File: config.mk
export PLATFORM = sky130hd
export DESIGN_NAME = btb_update_unit_flat
export DESIGN_NICKNAME = d
export VERILOG_FILES = /design/src/rtl/btb_update_unit_if.sv /design/src/rtl/btb_update_unit.sv /design/src/flat_wrapper.sv
export SDC_FILE = /design/constraint.sdc
export NUM_CORES = 1
export LEC_CHECK = 0
export BUFFER_PORTS_ARGS = -buffer_cell sky130_fd_sc_hd__clkbuf_2
export CELL_PAD_IN_SITES_DETAIL_PLACEMENT = 2
export CELL_PAD_IN_SITES_GLOBAL_PLACEMENT = 2
export CORE_MARGIN = 5
export CORE_UTILIZATION = 30
export CTS_CLUSTER_SIZE = 16
export DETAILED_ROUTE_END_ITERATION = 16
export GPL_ROUTABILITY_DRIVEN = 0
export PLACE_DENSITY_LB_ADDON = 0.3
export RECOVER_POWER = 50
export SYNTH_ARGS = -nofsm -noshare
export SYNTH_HDL_FRONTEND = slang
export SYNTH_SLANG_ARGS = --single-unit
File: constraint.sdc
create_clock -name clk -period 7.41 [get_ports clk]
set_input_delay 0 -clock clk [delete_from_list [all_inputs] [get_ports clk]]
set_output_delay 0 -clock clk [all_outputs]
set_load 0.005 [all_outputs]
File: src/rtl/btb_update_unit_if.sv
// Update port between the execute stage and the BTB update unit.
// The execute stage presents one resolved branch per handshake.
interface btb_update_unit_if;
  logic        upd_valid;
  logic        upd_ready;
  logic [31:0] upd_pc;
  logic        upd_taken;
  logic [31:0] upd_target;

  // Execute stage side: offers resolved branches.
  modport master (
    output upd_valid,
    output upd_pc,
    output upd_taken,
    output upd_target,
    input  upd_ready
  );

  // Update unit side: accepts resolved branches into its FIFO.
  modport slave (
    input  upd_valid,
    input  upd_pc,
    input  upd_taken,
    input  upd_target,
    output upd_ready
  );
endinterface

File: src/rtl/btb_update_unit.sv
// BTB update unit: queues resolved-branch updates and applies each one to
// the tag/valid/counter/target arrays with a two-cycle read-modify-write.
// It is the only writer of those arrays; fetch reads them independently.
module btb_update_unit #(
  parameter  int bits  = 5,
  parameter  int depth = 4,
  localparam int tw    = 30 - bits
) (
  input  logic            clk,
  input  logic            rst,
  btb_update_unit_if.slave upd,
  output logic [bits-1:0] rd_index,
  input  logic [tw-1:0]   rd_tag,
  input  logic            rd_valid,
  input  logic [1:0]      rd_cnt,
  output logic [bits-1:0] wr_index,
  output logic            wr_load_meta,
  output logic            wr_load_target,
  output logic [tw-1:0]   wr_tag,
  output logic            wr_valid,
  output logic [1:0]      wr_cnt,
  output logic [31:0]     wr_target,
  output logic            busy
);

  localparam int aw = $clog2(depth);
  localparam int cw = aw + 1;

  typedef enum logic [1:0] {
    IDLE,
    RD,
    WR
  } state_t;

  // PCs are word aligned, so only pc[31:2] is kept.
  typedef struct packed {
    logic [29:0] pc_w;
    logic        taken;
    logic [31:0] target;
  } entry_t;

  entry_t          mem_q [depth];
  logic [aw-1:0]   wr_ptr_q, wr_ptr_d;
  logic [aw-1:0]   rd_ptr_q, rd_ptr_d;
  logic [cw-1:0]   count_q, count_d;
  logic            ready_q, ready_d;
  state_t          state_q, state_d;
  logic            hit_q, hit_d;
  logic [1:0]      cnt_q, cnt_d;

  logic            push;
  logic            pop;
  entry_t          head;
  logic [bits-1:0] head_index;
  logic [tw-1:0]   head_tag;
  logic [cw-1:0]   count_after_pop;
  logic [1:0]      cnt_inc;
  logic [1:0]      cnt_dec;
  logic            unused_pc_offset;

  // The byte offset carries no index or tag information.
  assign unused_pc_offset = ^upd.upd_pc[1:0];

  // upd_ready comes straight from a flop so it is 0 throughout reset and
  // never depends on upd_valid.
  assign upd.upd_ready = ready_q;
  assign push          = upd.upd_valid && ready_q;
  assign pop           = (state_q == WR);
  assign busy          = (count_q != '0) || (state_q != IDLE);

  assign head       = mem_q[rd_ptr_q];
  assign head_index = head.pc_w[bits-1:0];
  assign head_tag   = head.pc_w[29:bits];

  // Occupancy once the WR pop (and any same-cycle push) has taken effect.
  assign count_after_pop = count_q - cw'(1) + cw'(push);

  // 2-bit counters saturate at both ends.
  assign cnt_inc = (cnt_q == 2'b11) ? 2'b11 : cnt_q + 2'b01;
  assign cnt_dec = (cnt_q == 2'b00) ? 2'b00 : cnt_q - 2'b01;

  // FIFO pointer and occupancy next-state.
  always_comb begin
    // NOTE: every variable gets a default before any branch, so no path
    // leaves it unassigned and no latch is inferred.
    wr_ptr_d = wr_ptr_q;
    rd_ptr_d = rd_ptr_q;
    count_d  = count_q + cw'(push) - cw'(pop);
    if (push) wr_ptr_d = wr_ptr_q + aw'(1);
    if (pop)  rd_ptr_d = rd_ptr_q + aw'(1);
    ready_d = (count_d != cw'(depth));
  end

  // FIFO storage write on an accepted update.
  // NOTE: the storage array has no reset; an entry is only read after it
  // was written, and the count (which is reset) decides what is valid.
  always_ff @(posedge clk) begin
    if (push) begin
      mem_q[wr_ptr_q] <= '{pc_w:   upd.upd_pc[31:2],
                           taken:  upd.upd_taken,
                           target: upd.upd_target};
    end
  end

  // FSM next-state, read-side capture and array write controls.
  always_comb begin
    state_d        = state_q;
    hit_d          = hit_q;
    cnt_d          = cnt_q;
    rd_index       = '0;
    wr_index       = '0;
    wr_load_meta   = 1'b0;
    wr_load_target = 1'b0;
    wr_tag         = '0;
    wr_valid       = 1'b0;
    wr_cnt         = 2'b00;
    wr_target      = '0;

    unique case (state_q)
      IDLE: begin
        if (count_q != '0) state_d = RD;
      end

      RD: begin
        rd_index = head_index;
        hit_d    = rd_valid && (rd_tag == head_tag);
        cnt_d    = rd_cnt;
        state_d  = WR;
      end

      WR: begin
        wr_index  = head_index;
        wr_tag    = head_tag;
        wr_target = head.target;
        if (head.taken) begin
          // Taken: strengthen a hit, or allocate weakly-taken on a miss.
          wr_load_meta   = 1'b1;
          wr_load_target = 1'b1;
          wr_valid       = 1'b1;
          wr_cnt         = hit_q ? cnt_inc : 2'b10;
        end else if (hit_q) begin
          // Not taken on a hit: weaken, keep the stored target.
          wr_load_meta = 1'b1;
          wr_valid     = 1'b1;
          wr_cnt       = cnt_dec;
        end
        // Not taken on a miss: nothing is allocated, the entry just pops.
        state_d = (count_after_pop != '0) ? RD : IDLE;
      end

      default: state_d = IDLE;
    endcase
  end

  // State registers; reset empties the FIFO and drops any in-flight update.
  always_ff @(posedge clk or negedge rst) begin
    // NOTE: flops are updated with non-blocking assignments so every
    // register samples pre-edge values regardless of process order.
    if (!rst) begin
      state_q  <= IDLE;
      wr_ptr_q <= '0;
      rd_ptr_q <= '0;
      count_q  <= '0;
      ready_q  <= 1'b0;
      hit_q    <= 1'b0;
      cnt_q    <= 2'b00;
    end else begin
      state_q  <= state_d;
      wr_ptr_q <= wr_ptr_d;
      rd_ptr_q <= rd_ptr_d;
      count_q  <= count_d;
      ready_q  <= ready_d;
      hit_q    <= hit_d;
      cnt_q    <= cnt_d;
    end
  end

endmodule

File: src/flat_wrapper.sv
// flat-port wrapper written by rule: the top's interface ports become plain ports
module btb_update_unit_flat 
#(
  parameter  int bits  = 5,
  parameter  int depth = 4,
  localparam int tw    = 30 - bits
)
  (clk, rst, rd_index, rd_tag, rd_valid, rd_cnt, wr_index, wr_load_meta, wr_load_target, wr_tag, wr_valid, wr_cnt, wr_target, busy, upd_upd_valid, upd_upd_pc, upd_upd_taken, upd_upd_target, upd_upd_ready);
  btb_update_unit_if upd_i ();
  input  logic clk;
  input  logic rst;
  output logic [bits-1:0] rd_index;
  input  logic [tw-1:0] rd_tag;
  input  logic rd_valid;
  input  logic [1:0] rd_cnt;
  output logic [bits-1:0] wr_index;
  output logic wr_load_meta;
  output logic wr_load_target;
  output logic [tw-1:0] wr_tag;
  output logic wr_valid;
  output logic [1:0] wr_cnt;
  output logic [31:0] wr_target;
  output logic busy;
  input wire logic [$bits(upd_i.upd_valid)-1:0] upd_upd_valid;
  input wire logic [$bits(upd_i.upd_pc)-1:0] upd_upd_pc;
  input wire logic [$bits(upd_i.upd_taken)-1:0] upd_upd_taken;
  input wire logic [$bits(upd_i.upd_target)-1:0] upd_upd_target;
  output wire logic [$bits(upd_i.upd_ready)-1:0] upd_upd_ready;
  assign upd_i.upd_valid = upd_upd_valid;
  assign upd_i.upd_pc = upd_upd_pc;
  assign upd_i.upd_taken = upd_upd_taken;
  assign upd_i.upd_target = upd_upd_target;
  assign upd_upd_ready = upd_i.upd_ready;
  btb_update_unit #(.bits(bits), .depth(depth)) u_core (.clk(clk), .rst(rst), .upd(upd_i), .rd_index(rd_index), .rd_tag(rd_tag), .rd_valid(rd_valid), .rd_cnt(rd_cnt), .wr_index(wr_index), .wr_load_meta(wr_load_meta), .wr_load_target(wr_load_target), .wr_tag(wr_tag), .wr_valid(wr_valid), .wr_cnt(wr_cnt), .wr_target(wr_target), .busy(busy));
endmodule
==> impl_metrics.csv, run 1 <==
group,metric,value,unit
critical_path,critical_path.max_fanout,49,
critical_path,crit_chain,"buf_4 > mux2_2 > a222oi_1 > o2111ai_1 > a2111o_1 > dlygate4sd3_1 > o32ai_2 > dlygate4sd3_1",
route,route.detailed.drc,0,
cts,cts-root-buf,"clkbuf_16",
sta,slew_viol_final,64,
logic_synthesis,synth_area_leader_cell,"edfxtp_1",
finish,final_util,38.5,%
route,dr_total_vias,5954,
logic_synthesis,yosysSeqAreaShare,73.3,%
sta,final.setup.worst_slack,3130,ps
finish,postLayoutCellArea,13700,um^2
sta,worstMarginPinSlew,3690,ps
logic_synthesis,synth_flop_cell,"edfxtp_1",
critical_path,cp_slowest_stage_delay,760,ps
run_status,status,"complete, but fails checks",
logic_synthesis,synth_area,10800,um^2
cts,cts.sinks,265,
sta,setup_violations,0,
route,routedWlPerCell,21.5,um
route,drt_wl_total,27.6,mm
finish,drive_gt1_share,25.1,%
place,place_area,12100,um^2
critical_path,required,7910,ps
sta,tns,0,ps
cts,cts_tree,"yes",
route,antenna_left,0,
floorplanning,die_area,39800,um^2
grt,grt_pass1_vias,7075,
critical_path,critPathArrivalTime,4780,ps
critical_path,critPathBufInv,3,
floorplanning,die_h,199,um
floorplanning,io_pins,170,
logic_synthesis,synth.ff_latch_count,265,
sta,post-route-period-util,57.8,%
logic_synthesis,synth_top_area_share,70.2,%
route,avgViaCountPerCell,4.64,
cts,cts_buffer_depth,3,
place,port_buffers,167,
critical_path,cp_slowest_cell,"buf_4",
finish,area_growth,26.9,%
floorplanning,die_x,199,um
cts,clk_latency,560,ps
critical_path,end_kind,"register",
job,drv_cap,1,
floorplanning,core,35500,um^2
finish,register_area,7900,um^2
power,power_leakage,0.00480,uW
cts,cts_resized,0,
critical_path,critical_path_class,"reg -> reg",
hold_path,hold_path_startpoint,"upd_upd_target[4]",
grt,grt_max_degree,64,
logic_synthesis,synthTopCellsByArea,"edfxtp_1, mux4_2, and2_1, dfrtp_1, mux4_1",
logic_synthesis,syn_avg_cell_area,19.6,um^2
finish,nets,902,
finish,final_cell_mix,"edfxtp_1, clkbuf_2, clkbuf_1",
route,first_pass_iters,4,
place,dpl.hpwl,16.7,mm
finish,multi_input_area,2710,um^2
sta,relSlewSlack,-146,%
sta,hold_viol_final,0,
floorplanning,row_count,69,
cts,numCtsBuffers,30,
grt,grt_overflow,0,
logic_synthesis,syn-instance-count,549,
sta,layout_min_cycle_time,4280,ps
critical_path,critPathLaunch,"u_core.rd_ptr_q[1]",
critical_path,worstReg2RegStart,"u_core.rd_ptr_q[1]",
critical_path,critPathTopFamily,"buffers and inverters",
grt,grtUsageTotal,13.7,%
route,drtIter0Drc,204,
finish,final_common_cell,"edfxtp_1",
cts,cts-hold-fix-buffers,71,
logic_synthesis,ys_async_sr_fraction,4.91,%
cts,cts_setup_buffers,0,
hold_path,hp-class,"in -> reg",
logic_synthesis,synth_edf_count,252,
logic_synthesis,synth_nets,654,
floorplanning,initial_utilization,30.4,%
place,dpl_worst_slack,3930,ps
logic_synthesis,ys_types,45,
critical_path,crit_top_cell,"dlygate4sd3_1",
cts,htree_levels,1,
sta,finClkSkew,9.75,ps
power,powerDensity,365,nW/um^2
grt,antenna_found_initial,3,
critical_path,cp-start-kind,"register",
power,vdd_ir_drop_max,0.256,mV
finish,fillers,3450,
run_status,violations,"capacitance limit, slew limit",
sta,rsz0062_at_grt,"no",
grt,grt_pass1_wl,42.2,mm
sta,max_freq,0.233,GHz
logic_synthesis,ys_warn_count,0,
cts,clkTransAtPathRegs,60,ps
==> path summary, 6_finish.rpt <==
kind,to,slack [ps],cells past startpoint
max in group asynchronous,u_core.rd_ptr_q[0],6290,3
min in group asynchronous,u_core.cnt_q[0],590,3
setup / recovery,u_core.hit_q,3130,8
hold / removal,u_core.mem_q[3][4],240,2
hold reg to reg,u_core.state_q[0],480,1
setup reg to reg,u_core.hit_q,3130,8
==> cells by family after synthesis <==
| group | Yosys count | synth area share (%) |
|---|---|---|
| flip-flops | 265 | 73.3 |
| AO/OA/AOI/OAI | 23 | 1.59 |
| XOR/XNOR | 31 | 2.52 |
| buffers and inverters | 38 | 1.75 |
| AND/OR/NAND/NOR | 107 | 5.78 |
| adder cells (fa/ha/maj) | 10 | 1.21 |
| multiplexers | 75 | 13.9 |
==> worst reg2reg max path: stages, from the launching register on <==
cell and delay [ps]:
dfrtp_4 700, buf_4 790, mux2_2 520, a222oi_1 310, o2111ai_1 140, a2111o_1 430
dlygate4sd3_1 590, o32ai_2 190, dlygate4sd3_1 560
==> layer usage <==
metal  vias to the layer above  GRT usage [%]  part of all wire (%)
li1                       2673              -                     -
met1                      3095           16.8                    41
met2                       145           25.0                    52
met3                        37           3.14                   5.3
met4                         4           2.84                   2.1
met5                         -              0                  0.12
==> synthesized netlist by cell type (4+ instances only) <==
library cell / n
mux2_2: 5
buf_1: 4
mux2i_1: 14
nor2_1: 10
clkbuf_1: 9
xnor2_1: 17
xor2_1: 14
buf_2: 9
o21ai_0: 5
mux4_2: 45
and2_1: 60
nand2b_1: 4
inv_1: 12
ha_1: 8
nand2_1: 11
dfrtp_1: 13
mux4_1: 10
and3_1: 7
a211oi_1: 5
edfxtp_1: 252
==> sequential cells by signal (all words and copies together) (netlist names) <==
| name | cells |
|---|---|
| u_core.cnt_q | 2 |
| u_core.hit_q | 1 |
| u_core.rd_ptr_q | 2 |
| u_core.upd.upd_ready | 1 |
| u_core.wr_ptr_q | 2 |
| u_core.state_q | 2 |
| u_core.mem_q | 252 |
| u_core.count_q | 3 |
==> where the power goes <==
group	internal, uW	leakage, uW	total (uW)	switching (uW)
Clock	814	0.000452	1400	585
Sequential	1970	0.00246	2130	159
Combinational	667	0.00188	1460	788
==> stage by stage <==
step	hold slack (ps)	power (uW)	cells
global placement	-60.4	3570	1155
global route	236	5300	1282
detailed placement	-41.1	3660	1155
CTS	159	5110	1282
floorplan	-296	3090	549
finish	240	4990	1283
==> final cells by class <==
class	count	share of cell area [%]
antenna	1	0.0183
clock buffer	44	6.10
clock inverter	12	0.806
inverter	12	0.330
multi-input combinational	246	19.8
sequential	265	57.8
tap	461	4.22
timing repair buffer	242	10.9
No activity file was read; power rests on OpenSTA's default activity.
==> run 2: changes to the inputs <==
- clock period: 7.41 -> 4.02 ns (I/O delays scaled with it)
==> run 2 against run 1 <==
Effect of this change:
- the flow still finishes with violations (capacitance limit, slew limit)
- clock skew is essentially flat
- cell area grew 0.26%
- clock power grew 85%
- wire length shrank 0.56%
- maximum frequency grew 19%
- combinational power grew 82%
- critical path depth shrank 1
- core utilization grew 0.099 points
- sequential power grew 85%
- cell count is the same
- die area is the same
- sequential share of layout area shrank 0.15 points
==> impl_metrics.csv, run 2 (synthesized netlist as in run 1, its figures left out) <==
group,metric,value,unit
power,powerDensity,672,nW/um^2
cts,cts_buffer_depth,3,
power,power_leakage,0.00481,uW
finish,final_common_cell,"edfxtp_1",
sta,worstMarginPinSlew,1820,ps
sta,layout_min_cycle_time,3600,ps
grt,grtUsageTotal,13.5,%
grt,grt_max_degree,64,
cts,clkTransAtPathRegs,60,ps
critical_path,cp-start-kind,"register",
grt,grt_pass1_vias,6950,
route,antenna_left,0,
finish,fillers,3439,
sta,slew_viol_final,64,
route,routedWlPerCell,21.4,um
finish,final_cell_mix,"edfxtp_1, clkbuf_2, clkbuf_1",
place,dpl.hpwl,16.7,mm
cts,cts_tree,"yes",
critical_path,critical_path_class,"reg -> reg",
route,drt_wl_total,27.4,mm
run_status,violations,"capacitance limit, slew limit",
cts,numCtsBuffers,29,
finish,postLayoutCellArea,13700,um^2
critical_path,worstReg2RegStart,"u_core.rd_ptr_q[1]",
cts,cts-root-buf,"clkbuf_16",
power,power,9210,uW
route,avgViaCountPerCell,4.58,
floorplanning,die_area,39800,um^2
sta,post-route-period-util,89.5,%
critical_path,crit_chain,"mux2_2 > a222oi_1 > o2111ai_1 > a2111o_1 > dlygate4sd3_1 > o32ai_2 > dlygate4sd3_1",
cts,clk_latency,540,ps
critical_path,cp_slowest_stage_delay,890,ps
sta,finClkSkew,9.71,ps
finish,top_regs,"u_core.mem_q x252, u_core.count_q x3",
sta,final.setup.worst_slack,423,ps
route,drtIter0Drc,250,
floorplanning,io_pins,170,
critical_path,critical_path.max_fanout,42,
floorplanning,die_x,199,um
job,drv_cap,1,
grt,antenna_found_initial,3,
critical_path,critPathLaunch,"u_core.rd_ptr_q[1]",
critical_path,end_kind,"register",
floorplanning,die_h,199,um
finish,final_util,38.6,%
grt,grt_overflow,0,
critical_path,required,4490,ps
sta,rsz0062_at_grt,"no",
floorplanning,core,35500,um^2
finish,largest_reg_flops,252,
finish,drive_gt1_share,25.7,%
grt,grt_pass1_wl,41.4,mm
finish,area_growth,27.2,%
hold_path,hold_path_startpoint,"rd_cnt[0]",
place,place_area,12100,um^2
place,port_buffers,167,
finish,nets,904,
route,first_pass_iters,4,
critical_path,critPathArrivalTime,4060,ps
sta,relSlewSlack,-21.6,%
finish,top_register,"u_core.mem_q",
route,dr_total_vias,5882,
sta,setup_violations,0,
sta,max_freq,0.278,GHz
place,dpl_worst_slack,1140,ps
power,vdd_ir_drop_max,0.370,mV
hold_path,hp-class,"in -> reg",
critical_path,crit_top_cell,"dlygate4sd3_1",
floorplanning,row_count,69,
sta,hold_viol_final,0,
critical_path,cp_slowest_cell,"dfrtp_4",
cts,htree_levels,1,
sta,tns,0,ps
run_status,status,"complete, but fails checks",
floorplanning,initial_utilization,30.4,%
cts,cts.sinks,265,
route,route.detailed.drc,0,
[run 2: worst max-delay path: cells and delay by family, from the launching register on]
family | cells | cell delay (ps)
flops | 1 | 890
buf+inv | 2 | 1160
compound gates | 4 | 1030
mux | 1 | 440
[run 2: final timing paths]
check                           depth (start not counted)                 end  slack (ps)
worst max-delay path                                    7        u_core.hit_q         420
max in group asynchronous                               3  u_core.rd_ptr_q[0]        2840
worst min-delay path                                    4     u_core.cnt_q[0]         240
worst min register to register                          1   u_core.state_q[0]         480
worst max register to register                          7        u_core.hit_q         420
min in group asynchronous                               3  u_core.rd_ptr_q[1]         640
[run 2: cell type report]
class	count	area, um^2	area share [%]
sequential	265	7900	57.7
multi-input combinational	246	2710	19.8
timing repair buffer	245	1530	11.1
clock buffer	47	883	6.45
tap	461	577	4.21
clock inverter	6	61.3	0.447
inverter	12	45.0	0.329
antenna	1	2.50	0.0183
[run 2: where the power goes]
part | leakage (uW) | internal [uW] | total [uW] | switching, uW
Clock | 0.000463 | 1560 | 2590 | 1040
Combinational | 0.00189 | 1260 | 2660 | 1410
Sequential | 0.00246 | 3630 | 3950 | 324
Total | 0.00481 | 6440 | 9210 | 2770
[run 2: layer usage]
metal  GRT usage (%)  part of all wire, %
met5               0                 0.15
met4            2.54                  1.5
met3            2.63                  4.7
met2            24.6                   52
met1            17.0                   41
[run 2: timing repair]
| item | CTS | global route |
|---|---|---|
| gates resized for setup | 0 | 0 |
| hold endpoints to repair | 270 | 0 |
| hold buffers | 71 | 0 |
| buffers inserted | 0 | 1 |
| setup endpoints to repair | 0 | 1 |
[run 2: stage by stage]
stage / cells / hold WS [ps]
after floorplan: 549 / -296
after global placement: 1157 / -66.2
after detailed placement: 1157 / -48.2
after CTS: 1281 / 198
after global routing: 1282 / 246
final: 1283 / 243
==> run 3: changes to the inputs <==
- PLACE_DENSITY: unset -> 0.7
- PLACE_DENSITY_LB_ADDON: 0.3 -> unset
==> run 3 against run 2 <==
Effect of this change:
- non-clock buffer count is 5 higher
- clock skew hardly changed
- wire length is 0.24% lower
- cell count is 0.31% higher
- highest routed layer unchanged
- clock power is 6% higher
- sequential share of layout area is 0.38 points lower
- the flow still finishes with violations (capacitance limit, slew limit)
==> impl_metrics.csv, run 3 (synthesized netlist as in run 1, its figures left out) <==
group,metric,value,unit
cts,cts-hold-fix-buffers,73,
sta,finClkSkew,9.26,ps
route,routedWlPerCell,21.3,um
cts,cts_resized,0,
route,first_pass_iters,4,
power,vdd_ir_drop_max,0.351,mV
sta,slew_viol_final,57,
finish,top_register,"u_core.mem_q",
route,dr_total_vias,5928,
finish,top_regs,"u_core.mem_q x252, u_core.count_q x3",
finish,fillers,3452,
finish,final_cell_mix,"edfxtp_1, clkbuf_2, dlygate4sd3_1",
power,powerDensity,678,nW/um^2
critical_path,critical_path.max_fanout,50,
route,antenna_left,0,
sta,relSlewSlack,-13.2,%
job,drv_cap,1,
sta,max_freq,0.299,GHz
place,dpl.hpwl,16.8,mm
sta,worstMarginPinSlew,1700,ps
run_status,violations,"capacitance limit, slew limit",
route,avgViaCountPerCell,4.61,
critical_path,reg2regPathDepth,5,
cts,clkTransAtPathRegs,60,ps
hold_path,hold_path_startpoint,"rd_tag[10]",
critical_path,critPathArrivalTime,3790,ps
sta,post-route-period-util,83.3,%
critical_path,timing.rr.end,"u_core.hit_q",
hold_path,hold_depth,5,
cts,cts_buffer_depth,3,
sta,hold_viol_final,0,
grt,grtUsageTotal,13.5,%
run_status,status,"complete, but fails checks",
cts,cts_setup_buffers,0,
floorplanning,io_pins,170,
hold_path,hold_end,"u_core.hit_q",
floorplanning,die_h,199,um
cts,clk_latency,540,ps
sta,layout_min_cycle_time,3350,ps
critical_path,worst-r2r-setup-slack,670,ps
route,drt_wl_total,27.4,mm
grt,grt_pass1_wl,41.1,mm
grt,grt_pass1_vias,6862,
cts,cts_tree,"yes",
finish,area_growth,28.0,%
sta,tns,0,ps
critical_path,cp-start-kind,"register",
floorplanning,die_area,39800,um^2
finish,final_common_cell,"edfxtp_1",
cts,cts-root-buf,"clkbuf_16",
grt,antenna_found_initial,2,
sta,setup_violations,0,
route,route.detailed.drc,0,
floorplanning,initial_utilization,30.4,%
cts,htree_levels,1,
finish,n_antenna_cell,0,
sta,whs,10.0,ps
place,port_buffers,167,
critical_path,worstReg2RegStart,"u_core.rd_ptr_q[0]",
hold_path,hp-class,"in -> reg",
critical_path,required,4470,ps
sta,rsz0062_at_grt,"no",
floorplanning,core,35500,um^2
power,power_leakage,0.00485,uW
floorplanning,row_count,69,
grt,grt_overflow,0,
floorplanning,die_x,199,um
finish,nets,909,
critical_path,end_kind,"register",
grt,grt_max_degree,60,
cts,numCtsBuffers,29,
finish,drive_gt1_share,25.9,%
critical_path,critical_path_class,"reg -> reg",
cts,cts.sinks,265,
finish,largest_reg_flops,252,
route,drtIter0Drc,233,
## run 3: cell types whose count changed in the layout (fill, tap and decap cells not counted), sizes merged
cell         delta
buf             +3
bufinv          +4
clkbuf          -9
clkinv          +3
clkinvlp        +1
diode           -1
dlygate4sd3     +2
inv             +1
## run 3: metal layers
layer	GRT usage (%)	share of wire, %	vias to the layer above	routed length [um]
li1	-	-	2678	-
met1	17.1	43	3079	11700
met2	24.4	51	127	14000
met3	2.55	4.5	40	1230
met4	2.62	1.5	4	408
met5	0	0.091	-	25
## run 3: worst max-delay path by stage
stage	startpoint	to	depth (start not counted)
2_1_floorplan	u_core.wr_ptr_q[0]	u_core.mem_q[2][0]	3
3_3_place_gp	u_core.rd_ptr_q[0]	u_core.hit_q	5
3_5_place_dp	u_core.rd_ptr_q[0]	u_core.hit_q	5
4_1_cts	u_core.rd_ptr_q[0]	u_core.hit_q	5
5_1_grt	u_core.rd_ptr_q[0]	u_core.hit_q	5
6_report	u_core.rd_ptr_q[0]	u_core.hit_q	5
## run 3: per-stage QoR
stage               total power [uW]  instances  setup WS, ps  utilization (%)  area (um^2)
detailed placement              6730       1161          1090             34.3        12200
finish                          9350       1287           671             38.9        13800
CTS                             9590       1287           537             39.1        13900
global placement                6640       1161          1130             34.3        12200
floorplan                       5690        549          1460                -        10800
global route                    9920       1287           413             38.9        13800
## run 3: layout make-up
class | count | area (um^2) | area share (%)
Tap cell | 461 | 577 | 4.18
Multi-Input combinational cell | 246 | 2710 | 19.6
Timing Repair Buffer | 250 | 1570 | 11.4
Clock buffer | 38 | 790 | 5.72
Sequential cell | 265 | 7900 | 57.3
Inverter | 12 | 45.0 | 0.327
Clock inverter | 15 | 204 | 1.48
## run 3: report_power, final
group | switching (uW) | internal, uW
combinational | 1360 | 1260
sequential | 357 | 3620
clock | 1060 | 1700
total | 2780 | 6580
## run 3: critical path, cell delays in order, from the launching register on
cell and delay, ps:
dfrtp_4 1060, buf_4 600, nand4_1 290, a2111o_1 470
dlygate4sd3_1 600, o32ai_2 210
